$ cat src/rtl/battleship_pkg.sv
// Shared constants, evaluator state encoding and cell indexing for the battleship shot evaluator.
package battleship_pkg;

    localparam int DEF_GRID_W    = 8;
    localparam int DEF_GRID_H    = 8;
    localparam int DEF_NUM_SHIPS = 5;
    localparam int DEF_MAX_TURNS = 40;
    localparam int ID_W          = 3;

    typedef enum logic [1:0] {
        S_IDLE  = 2'd0,
        S_LOAD  = 2'd1,
        S_READY = 2'd2,
        S_EVAL  = 2'd3
    } eval_state_t;

    function automatic int cell_index(input int x, input int y, input int grid_w);
        return y * grid_w + x;
    endfunction

endpackage

$ cat src/rtl/battleship_fired_map.sv
// One bit per board cell recording whether that cell has already been shot at.
module battleship_fired_map
    import battleship_pkg::*;
#(
    parameter int CELLS = DEF_GRID_W * DEF_GRID_H,
    parameter int IDX_W = $clog2(CELLS)
) (
    input  logic             i_clk,
    input  logic             i_reset,
    input  logic             i_clr_en,
    input  logic [IDX_W-1:0] i_clr_idx,
    input  logic             i_set_en,
    input  logic [IDX_W-1:0] i_set_idx,
    input  logic [IDX_W-1:0] i_rd_idx,
    output logic             o_rd_bit
);

    logic [CELLS-1:0] r_fired;

    always_ff @(posedge i_clk or posedge i_reset) begin
        if (i_reset) begin
            r_fired <= '0;
        end else begin
            if (i_clr_en) r_fired[i_clr_idx] <= 1'b0;
            if (i_set_en) r_fired[i_set_idx] <= 1'b1;
        end
    end

    assign o_rd_bit = r_fired[i_rd_idx];

endmodule

$ cat src/rtl/battleship_shot_eval.sv
// Board/shot evaluator feeding the game-control FSM: loads the layout, resolves shots, tracks turns.
// Optional feature: define BATTLESHIP_BONUS_TURN_EN so that only misses consume a turn.
module battleship_shot_eval
    import battleship_pkg::*;
#(
    parameter int GRID_W    = DEF_GRID_W,
    parameter int GRID_H    = DEF_GRID_H,
    parameter int NUM_SHIPS = DEF_NUM_SHIPS,
    parameter int MAX_TURNS = DEF_MAX_TURNS,
    localparam int X_W      = $clog2(GRID_W),
    localparam int Y_W      = $clog2(GRID_H),
    localparam int CELLS    = GRID_W * GRID_H,
    localparam int T_W      = $clog2(MAX_TURNS + 1)
) (
    input  logic                  i_clk,
    input  logic                  i_reset,
    input  logic                  i_restart,
    input  logic                  i_fire,
    input  logic [X_W-1:0]        i_cursor_x,
    input  logic [Y_W-1:0]        i_cursor_y,
    input  logic [CELLS*ID_W-1:0] i_ship_id_map,
    output logic                  o_ready,
    output logic                  o_shot_select,
    output logic                  o_hit,
    output logic                  o_repeat_shot,
    output logic                  o_sunk_pulse,
    output logic [ID_W-1:0]       o_sunk_id,
    output logic                  o_all_ships_sunk,
    output logic                  o_turns_exhausted,
    output logic [T_W-1:0]        o_turns_left
);

    localparam int IDX_W   = $clog2(CELLS);
    localparam int CNT_W   = $clog2(CELLS + 1);
    localparam int SL_W    = $clog2(NUM_SHIPS + 1);
    localparam int NUM_IDS = 1 << ID_W;

    eval_state_t      r_state;
    eval_state_t      w_next_state;
    logic [IDX_W-1:0] r_idx;
    logic [IDX_W-1:0] r_cell;
    logic [IDX_W-1:0] w_cursor_idx;
    logic [ID_W-1:0]  r_board [CELLS];
    logic [CNT_W-1:0] r_remaining [NUM_IDS];
    logic [SL_W-1:0]  r_ships_left;
    logic [T_W-1:0]   r_turns_left;
    logic [ID_W-1:0]  w_raw_id;
    logic [ID_W-1:0]  w_load_id;
    logic [ID_W-1:0]  w_eval_id;
    logic [ID_W-1:0]  r_sunk_id;
    logic             r_fire_q;
    logic             r_fire_d;
    logic             w_fire_edge;
    logic             w_in_range;
    logic             w_fire_accept;
    logic             w_fired_bit;
    logic             w_ready;
    logic             r_hit;
    logic             r_shot_select;
    logic             r_repeat_shot;
    logic             r_sunk_pulse;
    logic             r_loaded;

    // Ids above NUM_SHIPS are folded to water while loading so EVAL never sees them.
    assign w_raw_id      = i_ship_id_map[int'(r_idx) * ID_W +: ID_W];
    assign w_load_id     = (w_raw_id > ID_W'(NUM_SHIPS)) ? '0 : w_raw_id;
    assign w_eval_id     = r_board[r_cell];
    assign w_cursor_idx  = IDX_W'(cell_index(int'(i_cursor_x), int'(i_cursor_y), GRID_W));
    assign w_in_range    = (int'(i_cursor_x) < GRID_W) && (int'(i_cursor_y) < GRID_H);
    assign w_fire_edge   = r_fire_q & ~r_fire_d;
    assign w_fire_accept = w_fire_edge & w_in_range & (r_turns_left != '0);

    battleship_fired_map #(
        .CELLS (CELLS),
        .IDX_W (IDX_W)
    ) u_fired_map (
        .i_clk     (i_clk),
        .i_reset   (i_reset),
        .i_clr_en  ((r_state == S_LOAD) && !i_restart),
        .i_clr_idx (r_idx),
        .i_set_en  ((r_state == S_EVAL) && !i_restart && !w_fired_bit),
        .i_set_idx (r_cell),
        .i_rd_idx  (r_cell),
        .o_rd_bit  (w_fired_bit)
    );

    always_ff @(posedge i_clk or posedge i_reset) begin
        if (i_reset) begin
            r_state  <= S_IDLE;
            r_fire_q <= 1'b0;
            r_fire_d <= 1'b0;
        end else begin
            r_state  <= w_next_state;
            r_fire_q <= i_fire;
            r_fire_d <= r_fire_q;
        end
    end

    always_comb begin
        w_next_state = r_state;
        if (i_restart) begin
            w_next_state = S_LOAD;
        end else begin
            unique case (r_state)
                S_IDLE:  w_next_state = S_IDLE;
                S_LOAD:  if (r_idx == IDX_W'(CELLS - 1)) w_next_state = S_READY;
                S_READY: if (w_fire_accept) w_next_state = S_EVAL;
                S_EVAL:  w_next_state = S_READY;
                default: w_next_state = S_IDLE;
            endcase
        end
    end

    always_comb begin
        w_ready = (r_state == S_READY);
    end

    // Layout load, shot resolution and the held/pulsed result registers.
    always_ff @(posedge i_clk or posedge i_reset) begin
        if (i_reset) begin
            r_idx         <= '0;
            r_cell        <= '0;
            r_ships_left  <= '0;
            r_turns_left  <= T_W'(MAX_TURNS);
            r_hit         <= 1'b0;
            r_sunk_id     <= '0;
            r_shot_select <= 1'b0;
            r_repeat_shot <= 1'b0;
            r_sunk_pulse  <= 1'b0;
            r_loaded      <= 1'b0;
            for (int i = 0; i < CELLS; i++) r_board[i] <= '0;
            for (int i = 0; i < NUM_IDS; i++) r_remaining[i] <= '0;
        end else begin
            r_shot_select <= 1'b0;
            r_repeat_shot <= 1'b0;
            r_sunk_pulse  <= 1'b0;
            if (i_restart) begin
                r_idx        <= '0;
                r_ships_left <= '0;
                r_turns_left <= T_W'(MAX_TURNS);
                r_hit        <= 1'b0;
                r_sunk_id    <= '0;
                r_loaded     <= 1'b0;
                for (int i = 0; i < NUM_IDS; i++) r_remaining[i] <= '0;
            end else begin
                unique case (r_state)
                    S_LOAD: begin
                        r_board[r_idx] <= w_load_id;
                        if (w_load_id != '0) begin
                            r_remaining[w_load_id] <= r_remaining[w_load_id] + CNT_W'(1);
                            if (r_remaining[w_load_id] == '0)
                                r_ships_left <= r_ships_left + SL_W'(1);
                        end
                        r_idx <= r_idx + IDX_W'(1);
                        if (r_idx == IDX_W'(CELLS - 1)) r_loaded <= 1'b1;
                    end
                    S_READY: begin
                        if (w_fire_accept) r_cell <= w_cursor_idx;
                    end
                    S_EVAL: begin
                        if (w_fired_bit) begin
                            r_repeat_shot <= 1'b1;
                        end else begin
                            r_shot_select <= 1'b1;
                            r_hit         <= (w_eval_id != '0);
`ifdef BATTLESHIP_BONUS_TURN_EN
                            if ((w_eval_id == '0) && (r_turns_left != '0))
                                r_turns_left <= r_turns_left - T_W'(1);
`else
                            if (r_turns_left != '0)
                                r_turns_left <= r_turns_left - T_W'(1);
`endif
                            if (w_eval_id != '0) begin
                                r_remaining[w_eval_id] <= r_remaining[w_eval_id] - CNT_W'(1);
                                if (r_remaining[w_eval_id] == CNT_W'(1)) begin
                                    r_sunk_pulse <= 1'b1;
                                    r_sunk_id    <= w_eval_id;
                                    r_ships_left <= r_ships_left - SL_W'(1);
                                end
                            end
                        end
                    end
                    default: ;
                endcase
            end
        end
    end

    assign o_ready           = w_ready;
    assign o_shot_select     = r_shot_select;
    assign o_hit             = r_hit;
    assign o_repeat_shot     = r_repeat_shot;
    assign o_sunk_pulse      = r_sunk_pulse;
    assign o_sunk_id         = r_sunk_id;
    assign o_all_ships_sunk  = r_loaded && (r_ships_left == '0);
    assign o_turns_exhausted = (r_turns_left == '0);
    assign o_turns_left      = r_turns_left;

endmodule

$ cat config.mk
export PLATFORM = sky130hd
export DESIGN_NAME = battleship_shot_eval
export DESIGN_NICKNAME = d
export VERILOG_FILES = /design/src/rtl/battleship_pkg.sv /design/src/rtl/battleship_fired_map.sv /design/src/rtl/battleship_shot_eval.sv
export SDC_FILE = /design/constraint.sdc
export NUM_CORES = 1
export LEC_CHECK = 0
export CAP_MARGIN = 10
export CORE_ASPECT_RATIO = 1.25
export CORE_MARGIN = 10
export CORE_UTILIZATION = 45
export CTS_CLUSTER_SIZE = 24
export DETAILED_ROUTE_END_ITERATION = 7
export GPL_ROUTABILITY_DRIVEN = 0
export PLACE_DENSITY_LB_ADDON = 0.12
export SYNTH_ARGS = -nofsm -noshare
export SYNTH_HDL_FRONTEND = slang
export SYNTH_SLANG_ARGS = --single-unit
$ cat constraint.sdc
create_clock -name i_clk -period 15 [get_ports i_clk]
set_clock_uncertainty 0.1 [all_clocks]
set_input_delay 3 -clock i_clk [delete_from_list [all_inputs] [get_ports i_clk]]
set_output_delay 3 -clock i_clk [all_outputs]
set_load 0.01 [all_outputs]
# --- Yosys cells after proc, flatten, opt, wreduce, memory -nomap -nowiden ---
# Index checks and enable logic that the tools add are counted.
# Widths: inputs -> output; s select.
word_totals:
  in_bits: 202
  output_inout_bits: 16
  reg_bits: 345
op_classes:
  bitwise: 11
  n_lt_le_gt_ge: 12
  add_sub_neg: 7
  n_shift: 1
  multipliers: 1
  reduce_logical: 34
  eq_ne: 13
  n_mux: 71
ops:
  columns: ["cell", "count"]
  rows:
  - ["$mux 56", 4]
  - ["$bwmux 192", 1]
  - ["$shiftx 192x9->3", 1]
  - ["$mux 64", 2]
  - ["$bwmux 56", 2]
  - ["$pmux 56 s2", 1]
  - ["$and 64x64->64", 1]
  - ["$not 64->64", 1]
  - ["$or 64x64->64", 1]
  - ["$mux 3", 15]
  - ["$bmux 7 s3", 2]
  - ["$demux 7 s3", 2]
  - ["$mux 7", 6]
  - ["$mux 6", 6]
  - ["$mux 1", 20]
  - ["$bmux 3 s6", 1]
  - ["$demux 3 s6", 1]
  - ["$ne 3x2->1 const B", 6]
  - ["$ge 7x7->1 const B", 2]
  - ["$lt 6x7->1 const B", 2]
  - ["$not 6->7", 2]
  - ["$demux 1 s6", 2]
  - ["$ge 6x1->1 const B", 2]
  - ["$reduce_bool 2->1", 6]
  - ["37 further kinds", 61]

# --- Depth between registers and ports, before layout ---
# Gate-level depths: netlist of run 1.
depth:
  word_depth: 14
  ltp_mapped: 20
  mapped_depth_nobuf: 14

# --- Modules after synthesis ---
# From an unflattened synthesis of run 1, not the netlist that was laid out.
unflattened:
  hier_cells: 1894
  hier_area_um2: 19183.4
modules_own_cells:
  columns: ["mod", "cells_each", "area_each_um2", "instances", "seq_area_each_um2"]
  rows:
  - ["battleship_shot_eval", 1603, 16005.4, 1, 7034.2]
  - ["battleship_fired_map", 291, 3178.0, 1, 1601.5]

# --- Worst setup path before layout of run 1 ---
# Ideal clock, no wire load.
synth_path:
  path_kind: "input to register"
  from: "input i_ship_id_map[22]"
  to: "register r_ships_left[0]"
  arrival_ps: 5951
  setup_ps: 128
  path_stages: 13
  n_path_buf: 1
  slack_ps: 8821
  cell_sequence: "mux4_2 > mux2_2 > a2111oi_0 > nand3b_1 > buf_2 > and2_4 > a222oi_1 > o211ai_2 > inv_1 > ha_1 > nand4_1 > a21oi_2 > mux2_1"
synth_between:
  elab_chain_len: 10
  elab_cells_between_ends: 12
  cone_classes: "order compare (1); eq/ne (2); shift (1); mux (4); bitwise (1); reduce/logical (3)"
synth_lines:
  columns: ["item", "line", "source"]
  rows:
  - ["from (decl)", "battleship_shot_eval.sv:21", "input logic [CELLS*ID_W-1:0] i_ship_id_map,"]
  - ["$shiftx 192x9->3 *", "battleship_shot_eval.sv:65", "assign w_raw_id = i_ship_id_map[int'(r_idx) * ID_W +: ID_W];"]
  - ["$gt 3x3->1", "battleship_shot_eval.sv:66", "assign w_load_id = (w_raw_id > ID_W'(NUM_SHIPS)) ? '0 : w_raw_id;"]
  - ["$mux 3 *", "battleship_shot_eval.sv:66", null]
  - ["$not 3->4 (implied by the code)", "battleship_shot_eval.sv:151", "if (r_remaining[w_load_id] == '0)"]
  - ["$bmux 7 s3", "battleship_shot_eval.sv:151", null]
  - ["$mux 7 (implied by the code) (2 in series)", "battleship_shot_eval.sv:151", null]
  - ["$logic_not 7->1", "battleship_shot_eval.sv:151", null]
  - ["$ne 3x2->1 (no line)", null, null]
  - ["$reduce_and 6->1 (no line) *", null, null]
  - ["to (signal assigned)", "battleship_shot_eval.sv:152", "r_ships_left <= r_ships_left + SL_W'(1);"]
  - ["to (signal assigned)", "battleship_shot_eval.sv:178", "r_ships_left <= r_ships_left - SL_W'(1);"]
  - ["to (decl)", "battleship_shot_eval.sv:45", "logic [SL_W-1:0] r_ships_left;"]
# Mark *: on every way between the ends. The rest lies on a longest branch, timed or not. The select of a mux whose other input is x is not followed.
# A chain may end at the register's enable or synchronous reset.

# --- Final worst setup path of run 1 ---
layout_path:
  from: "input i_ship_id_map[13]"
  to: "register r_remaining[34] in the netlist's numbering"
layout_between:
  elab_chain_len: 12
  elab_cells_between_ends: 20
  cone_classes: "add/sub (1); order compare (3); eq/ne (1); shift (1); mux (10); bitwise (1); reduce/logical (3)"
layout_lines:
  columns: ["item", "line", "source"]
  rows:
  - ["$shiftx 192x9->3 *", "battleship_shot_eval.sv:65", null]
  - ["$gt 3x3->1", "battleship_shot_eval.sv:66", null]
  - ["$mux 3 *", "battleship_shot_eval.sv:66", null]
  - ["$not 3->4 (implied by the code)", "battleship_shot_eval.sv:150", "r_remaining[w_load_id] <= r_remaining[w_load_id] + CNT_W'(1);"]
  - ["$bmux 7 s3 (tied with other cells)", "battleship_shot_eval.sv:150", null]
  - ["$mux 7 (implied by the code) or $logic_and 1x1->1 (tied branches)", "battleship_shot_eval.sv:150", null]
  - ["$mux 7 (implied by the code)", "battleship_shot_eval.sv:150", null]
  - ["$add 7x1->7 or $demux 7 s3 (tied branches)", "battleship_shot_eval.sv:150", null]
  - ["$bwmux 56", "battleship_shot_eval.sv:150", null]
  - ["$mux 56", "battleship_shot_eval.sv:149", "if (w_load_id != '0) begin"]
  - ["$pmux 56 s2", "battleship_shot_eval.sv:146", "unique case (r_state)"]
  - ["$mux 56", "battleship_shot_eval.sv:137", "if (i_restart) begin"]
  - ["to (signal, indexed assignment)", "battleship_shot_eval.sv:150", null]
  - ["to (signal, indexed assignment)", "battleship_shot_eval.sv:174", "r_remaining[w_eval_id] <= r_remaining[w_eval_id] - CNT_W'(1);"]
  - ["to (decl)", "battleship_shot_eval.sv:44", "logic [CNT_W-1:0] r_remaining [NUM_IDS];"]
# Marks and branches as above.

==> results by group, run 1 <==
Global route
  • Initial antenna violation count: 2
  • Global-route wire length before repair: 100 mm
  • Number of global-route vias before repair: 16226
  • Pin count of the biggest net entering global routing: 176
  • All-Layer GR Usage: 0.256
  • Total global routing overflow: 0

Clock network
  • Number of gates resized after cts: 0
  • Cts hold-fix bufs: 0
  • Num CTS Buffers: 38
  • CTS H-tree depth: 2
  • Clock input transition at the sequential cells of the worst setup and hold paths: 0.06 ns
  • Clock tree from TritonCTS: yes
  • Number of clock sinks seen by CTS: 345
  • Largest buffer count on any clock path: 3
  • Cell at the root of the clock tree: clkbuf_16
  • Number of buffers added for setup after CTS: 0
  • Insertion delay to the later sink of the worst-skew pair: 0.56 ns

Timing
  • Actual transition at the worst max-transition pin: 1.28 ns
  • Headroom to the max-slew limit: 0.142
  • Post-route setup TNS: 0 ns
  • Setup WS post-layout: 7.72 ns
  • Highest Clock Rate: 137 MHz
  • Final hold violation count: 0
  • Final count of pins violating max slew: 0
  • Count of final setup violators: 0
  • Minimum clock period: 7.28 ns
  • Unrepaired setup endpoints after global routing: no
  • Period utilisation layout: 0.485

Min path
  • Worst hold-check path type: reg2reg
  • Worst min-delay path endpoint: r_fire_d
  • Hold_sp: r_fire_q
  • WHS Path Cells: 0

Detailed routing
  • Antenna-violating nets left: 0
  • First-iteration detailed-routing DRC count: 1324
  • DRC violation count after routing: 1
  • Detail-routed via count per cell: 6.05
  • Number of iterations in the first detailed-routing pass: 8
  • Drt total wl: 65.0 mm
  • Average wire length per cell after detail routing: 24.5 µm
  • Total via count after detailed routing: 16035

Setup path
  • Worst flop-to-flop path endpoint: r_remaining[16]
  • Worst setup path class: in2reg
  • Critical Path, Cell by Cell: clkdlybuf4s50_1, mux4_2, mux2_2, a2111oi_0, nand3b_1, nand2_2, buf_4, nor2_1, nor3_1, and3_1, nand3_1, xor2_1, o221ai_1
  • Worst reg2reg path startpoint: r_cell[2]
  • R2R setup slack: 8.88 ns
  • Cell with the largest stage delay on the worst path: buf_4
  • R2R cell count: 13
  • Crit Path Max Fanout: 71
  • Biggest cell delay along the critical path: 0.60 ns
  • Path length in cells of the critical path: 13
  • Worst path required time: 15.28 ns
  • Endpoint kind of the worst setup timing path: flip-flop
  • Top Family by Delay on Critical Path: simple AND/OR/NAND/NOR gates
  • Buffer and inverter count on the worst path: 2
  • Element type at the critical path start: primary input
  • Data arrival time of the critical path: 7.56 ns

Yosys
  • Post-synthesis share of cell area spent on and, or, nand and nor gates: 0.156
  • Part of the Yosys area used for sequential elements: 0.462
  • Distinct cells, synth: 82
  • Flops & latches, synth: 345
  • Post-synth ARST share: 1.00
  • Mux cell area share after synthesis: 0.122
  • Avg Inst Size Synth: 9.80 µm²
  • Combinational family with the most area after synthesis: compound AO/OA/AOI/OAI gates
  • Most used DFF post-synth: dfrtp_1
  • Post-Synthesis Cell Area: 0.0187 mm²
  • Net Count, Synth: 2119
  • Count of flip-flops with a built-in enable after synthesis: 0
  • Number of warnings issued by yosys: 0
  • Adder-cell share of the synthesized area: 0.00575
  • Xor/xnor cell area share of the yosys netlist: 0.0106
  • Post-synthesis compound-gate area fraction: 0.203
  • Cell count after synthesis: 1909

Floorplan
  • Vertical die dimension: 248 µm
  • Starting utilization of the core area: 0.455
  • Core Rows: 83
  • Ports: 218
  • DIE AREA: 0.0502 mm²
  • Area of the core: 0.0411 mm²
  • X dimension of the die: 202 µm

Placement
  • Buffers added on ports: 217
  • Placed wire-length estimate after detailed placement: 46.3 mm
  • Post-placement worst setup slack: 7.25 ns

Power
  • Leak pwr: 9.38 nW
  • Pwr dens: 110 mW/mm²
  • Final total power: 2.47 mW
  • Maximum resistive drop on vdd: 0.0770 mV

Outcome
  • Violations in the final reports: design-rule violations
  • Result of the run: complete, but fails checks

Final layout
  • Ratio of cells with drive above 1 in the final layout: 0.103
  • Fill cell instance count of the final layout: 3747
  • End-of-flow core utilization: 0.547
  • Area growth from synthesis to layout: 20.3%
  • Net count, final: 2283

Run
  • Max_cap viols: 0
==> cells in the final DEF (no fill, tap or decap), types with 18 or more instances in the layout <==
cell             count
a21oi_1             40
nand2_1            386
nand3_1             38
a22o_1              79
a22oi_1             34
o22ai_1             20
clkdlybuf4s50_1    217
nor2_1              70
o21ai_0            243
inv_1               26
nor2b_1             19
dfrtp_1            338
mux2_2              34
clkbuf_16           39
nand3b_1            18
mux4_2              38
buf_4               27
mux2i_1            102
o22a_1              21
==> worst register-to-register path: stages (launching register included) <==
cell	delay [ns]
dfrtp_4	0.73
buf_4	0.60
inv_1	0.56
a221o_1	0.42
a221o_1	0.35
a22oi_1	0.22
and3b_1	0.76
o221ai_1	0.30
a22oi_2	0.54
inv_1	0.13
ha_1	0.24
xnor2_1	0.71
o22a_1	0.27
o21ai_0	0.07
==> worst max-delay path by stage <==
stage / start / endpoint
global placement: i_ship_id_map[13] / r_remaining[41]
CTS: i_ship_id_map[10] / r_remaining[34]
finish: i_ship_id_map[13] / r_remaining[34]
detailed placement: i_ship_id_map[10] / r_remaining[27]
floorplan: i_reset / o_hit
global route: i_ship_id_map[10] / r_remaining[27]
==> per-layer routing <==
layer  part of all wire  vias to the layer above  GRT usage
li1                   -                     7317          -
met4              0.044                        0      0.112
met5                  0                        -          0
met1               0.41                     7918      0.319
met2               0.49                      645      0.431
met3              0.059                      155     0.0438
==> power breakdown <==
| group | switching [mW] | internal (mW) | total [mW] |
|---|---|---|---|
| sequential | 0.0341 | 0.966 | 1.00 |
| combinational | 0.304 | 0.178 | 0.482 |
| clock | 0.391 | 0.593 | 0.984 |
| total | 0.729 | 1.74 | 2.47 |
==> Yosys cell counts (20+ instances only) <==
cell	number	share of area
nand2_1	387	0.078
dfrtp_1	343	0.46
o21ai_0	244	0.065
mux2i_1	102	0.055
a22o_1	79	0.037
nor2_1	70	0.014
clkbuf_1	49	0.0098
buf_2	44	0.012
a21oi_1	40	0.011
mux4_2	38	0.046
nand3_1	38	0.010
a22oi_1	34	0.014
mux2_2	34	0.020
inv_1	27	0.0054
o22a_1	21	0.0098
o22ai_1	20	0.0067
==> sequential cells by signal (all words and copies together), names as in the netlist <==
| register | flops |
|---|---|
| r_state | 2 |
| r_ships_left | 3 |
| o_turns_left | 6 |
| r_fire_d | 1 |
| o_sunk_pulse | 1 |
| o_sunk_id | 3 |
| r_board | 192 |
| u_fired_map.r_fired | 64 |
| r_idx | 6 |
| r_remaining | 56 |
| o_repeat_shot | 1 |
| r_cell | 6 |
| r_fire_q | 1 |
| o_hit | 1 |
| o_shot_select | 1 |
| r_loaded | 1 |
==> per-stage QoR <==
| stage | cells | hold slack (ns) | area [µm²] |
|---|---|---|---|
| 4_1_cts | 2649 | 0.284 | 22500 |
| 2_1_floorplan | 1909 | 0.254 | 18700 |
| 3_3_place_gp | 2583 | 0.265 | 21200 |
| 6_report | 2652 | 0.280 | 22500 |
| 3_5_place_dp | 2583 | 0.271 | 21200 |
| 5_1_grt | 2652 | 0.307 | 22500 |
==> cells by family after synthesis <==
family	after synthesis
fa+ha+maj	8
buf+inv	151
xor+xnor	20
mux	176
simple gates	644
compound gates	565
flops	345
==> layout make-up <==
type / count / area [µm²] / share of cell area
diodes: 1 / 2.50 / 0.000111
clock buffers: 50 / 1080 / 0.0479
clock inverters: 16 / 233 / 0.0103
inverters: 28 / 113 / 0.00500
multi-input cells: 1413 / 9340 / 0.415
flip-flops and latches: 345 / 8650 / 0.384
well taps: 552 / 691 / 0.0307
repair buffers: 247 / 2400 / 0.107
(Power assumes the default switching activity.)
==> run 2, diff against run 1 <==
clock period = 6.1 ns   (was 15 ns; I/O delays follow)
==> run 2 against run 1 <==
- the flow still finishes with violations (design-rule violations)
- clock-buffer cell count rose by 6
- final cell count rose by 1.7%
- register-to-register slack worse by 8.0 ns
- routed wire length is 0.98% higher
- global-route usage up 0.14 points
- die area unchanged
- combinational power grew to 2.6 times the previous value
- setup slack worse by 6.9 ns
- hold slack lost 0.0045 ns
- sequential share of layout area shrank 0.59 points
- total power grew 150%
- largest power group unchanged
==> results by group, run 2 (synthesis results as in run 1) <==
Global route
  • Total global routing overflow: 0 (unchanged)
  • Number of global-route vias before repair: 16253 (was 16226)
  • All-Layer GR Usage: 0.257 (was 0.256)
  • Initial antenna violation count: 0 (was 2)
  • Global-route wire length before repair: 100 mm (about the same)
  • Pin count of the biggest net entering global routing: 150 (was 176)

Detailed routing
  • Detailed-routed wire length on met2: 32.4 mm (was 31.8 mm)
  • Detail-routed via count per cell: 6.01 (was 6.05)
  • Total via count after detailed routing: 16194 (was 16035)
  • First-iteration detailed-routing DRC count: 1598 (was 1324)
  • Average wire length per cell after detail routing: 24.3 µm (was 24.5 µm)
  • Metal3 WL: 3.65 mm (was 3.81 mm)
  • Top Layer Used: met4 (unchanged)
  • Drt total wl: 65.6 mm (was 65.0 mm)
  • DRC violation count after routing: 11 (was 1)
  • Antenna-violating nets left: 0 (unchanged)
  • Post-Route M1 WL: 27.0 mm (was 26.5 mm)
  • Number of iterations in the first detailed-routing pass: 8 (unchanged)

Timing
  • Count of final setup violators: 0 (unchanged)
  • Minimum clock period: 5.26 ns
  • Post-route setup TNS: 0 ns (unchanged)
  • Actual transition at the worst max-transition pin: 1.32 ns (was 1.28 ns)
  • Period utilisation layout: 0.862
  • Highest Clock Rate: 190 MHz
  • Headroom to the max-slew limit: 0.114 (was 0.142)
  • Unrepaired setup endpoints after global routing: no (unchanged)
  • Final count of pins violating max slew: 0 (unchanged)
  • Final hold violation count: 0 (unchanged)

Final layout
  • Largest registers ranked by flip-flop count: r_board (192), u_fired_map.r_fired (64), r_remaining (56) (unchanged)
  • Fill cell instance count of the final layout: 3753 (was 3747)
  • Post-route design area: 0.0229 mm² (was 0.0225 mm²)
  • Area growth from synthesis to layout: 22.2% (was 20.3%)
  • Most frequent standard cell in the layout excluding fill and tap cells: nand2_1 (unchanged)
  • Commonest cells after routing, fill and taps aside: 386 x nand2_1, 338 x dfrtp_1, 244 x o21ai_0 (was 386 x nand2_1, 338 x dfrtp_1, 243 x o21ai_0)
  • Sequential cell area: 0.00865 mm² (unchanged)
  • Ratio of cells with drive above 1 in the final layout: 0.120 (was 0.103)
  • Net count, final: 2326 (was 2283)
  • Multi-input logic area: 0.00934 mm² (unchanged)
  • Max FFs per register: 192 (unchanged)
  • Antenna fix cells: 0 (was 1)
  • Register with the most flip-flops: r_board (unchanged)

Outcome
  • Result of the run: complete, but fails checks (unchanged)
  • Violations in the final reports: design-rule violations (unchanged)

Floorplan
  • Vertical die dimension: 248 µm (unchanged)
  • Ports: 218 (unchanged)
  • X dimension of the die: 202 µm (unchanged)
  • Core Rows: 83 (unchanged)
  • Area of the core: 0.0411 mm² (unchanged)
  • DIE AREA: 0.0502 mm² (unchanged)
  • Starting utilization of the core area: 0.455 (unchanged)

Setup path
  • Data arrival time of the critical path: 5.56 ns (was 7.56 ns)
  • Element type at the critical path start: flip-flop (was primary input)
  • R2R setup slack: 0.84 ns (was 8.88 ns)
  • Buffer and inverter count on the worst path: 1 (was 2)
  • Biggest cell delay along the critical path: 0.67 ns (was 0.60 ns)
  • Startpoint of the most critical setup path: r_cell[1] (was i_ship_id_map[13])
  • Critical Path, Cell by Cell: buf_12, nor2_2, a22oi_1, and3_1, a211oi_2, and3_1, mux2_2, a221oi_1, a22oi_1, nor3_2, nand3_1, xnor2_2, o221ai_1 (was clkdlybuf4s50_1, mux4_2, mux2_2, a2111oi_0, nand3b_1, nand2_2, buf_4, nor2_1, nor3_1, and3_1, nand3_1, xor2_1, o221ai_1)
  • Worst path required time: 6.40 ns (was 15.28 ns)
  • Crit Path Max Fanout: 21 (was 71)
  • Endpoint kind of the worst setup timing path: flip-flop (unchanged)
  • Destination of the critical timing path: r_remaining[33] (was r_remaining[34])
  • Worst flop-to-flop path endpoint: r_remaining[33] (was r_remaining[16])
  • Worst setup path class: reg2reg (was in2reg)
  • Path length in cells of the critical path: 13 (unchanged)
  • Cell with the largest stage delay on the worst path: dfrtp_4 (was buf_4)
  • Worst reg2reg path startpoint: r_cell[1] (was r_cell[2])
  • R2R cell count: 13 (unchanged)
  • Top Family by Delay on Critical Path: simple AND/OR/NAND/NOR gates (unchanged)

Placement
  • Placement-stage cell area: 0.0216 mm² (was 0.0212 mm²)
  • Buffers added on ports: 217 (unchanged)
  • Placed wire-length estimate after detailed placement: 48.2 mm (was 46.3 mm)

Clock network
  • Cts hold-fix bufs: 0 (unchanged)
  • Number of gates resized after cts: 0 (unchanged)
  • Insertion delay to the later sink of the worst-skew pair: 0.55 ns (was 0.56 ns)
  • Cell at the root of the clock tree: clkbuf_16 (unchanged)
  • Largest buffer count on any clock path: 3 (unchanged)
  • Clock tree from TritonCTS: yes (unchanged)
  • Num CTS Buffers: 38 (unchanged)
  • Number of buffers added for setup after CTS: 0 (unchanged)
  • CTS H-tree depth: 2 (unchanged)
  • Number of clock sinks seen by CTS: 345 (unchanged)
  • Clock input transition at the sequential cells of the worst setup and hold paths: 0.06 ns (about the same)

Run
  • Max_cap viols: 0 (unchanged)

Power
  • Final total power: 6.08 mW (was 2.47 mW)
  • Pwr dens: 266 mW/mm² (was 110 mW/mm²)
  • Leak pwr: 9.60 nW (was 9.38 nW)
  • Maximum resistive drop on vdd: 0.245 mV (was 0.0770 mV)

Min path
  • Worst hold-check path type: reg2reg (unchanged)
-- run 2: changes by cell type in the layout (fill, tap and decap cells not counted), sizes merged --
| cell | before | now |
|---|---|---|
| inv | 27 | 28 |
| clkbuf | 50 | 56 |
| clkinvlp | 2 | 3 |
| diode | 1 | 0 |
| buf | 30 | 73 |
| bufinv | 5 | 3 |
| clkinv | 10 | 6 |
-- run 2: routing by layer --
| metal | GRT usage | vias to the layer above |
|---|---|---|
| met5 | 0 | - |
| met4 | 0.101 | 0 |
| met3 | 0.0397 | 167 |
| met2 | 0.441 | 638 |
| met1 | 0.321 | 7997 |
| li1 | - | 7392 |
-- run 2: through the flow --
stage	worst slack, ns	hold WS [ns]	cells	util
2_1_floorplan	0.165	0.254	1909	-
3_3_place_gp	0.656	0.265	2628	0.525
3_5_place_dp	0.551	0.266	2628	0.525
4_1_cts	0.911	0.279	2696	0.556
5_1_grt	0.720	0.300	2696	0.556
6_report	0.840	0.275	2696	0.556
-- run 2: worst min-delay path by stage --
| stage | startpoint | endpoint | slack, ns | depth (start not counted) |
|---|---|---|---|---|
| after detailed placement | r_fire_q | r_fire_d | 0.27 | 0 |
| after floorplan | r_fire_q | r_fire_d | 0.25 | 0 |
| after CTS | r_fire_q | r_fire_d | 0.28 | 0 |
| final | r_fire_q | r_fire_d | 0.28 | 0 |
| after global placement | r_fire_q | r_fire_d | 0.26 | 0 |
| after global routing | r_fire_q | r_fire_d | 0.30 | 0 |
-- run 2: worst register-to-register path: cells and delay by family, from the launching register on --
kind | cells | cell delay [ns]
XOR/XNOR | 1 | 0.47
AO/OA/AOI/OAI | 5 | 1.26
buffers and inverters | 1 | 0.26
multiplexers | 1 | 0.41
AND/OR/NAND/NOR | 5 | 1.95
flip-flops | 1 | 0.67
-- run 2: area by class of cell --
type                            count  area share
Inverter                           28     0.00476
Clock buffer                       56      0.0490
Multi-Input combinational cell   1413       0.409
Sequential cell                   345       0.378
Tap cell                          552      0.0302
Clock inverter                     12     0.00679
Timing Repair Buffer              290       0.122
-- run 2: report_power, final --
| group | switching, mW | internal [mW] |
|---|---|---|
| combinational | 0.750 | 0.486 |
| sequential | 0.0960 | 2.38 |
| clock | 0.966 | 1.40 |
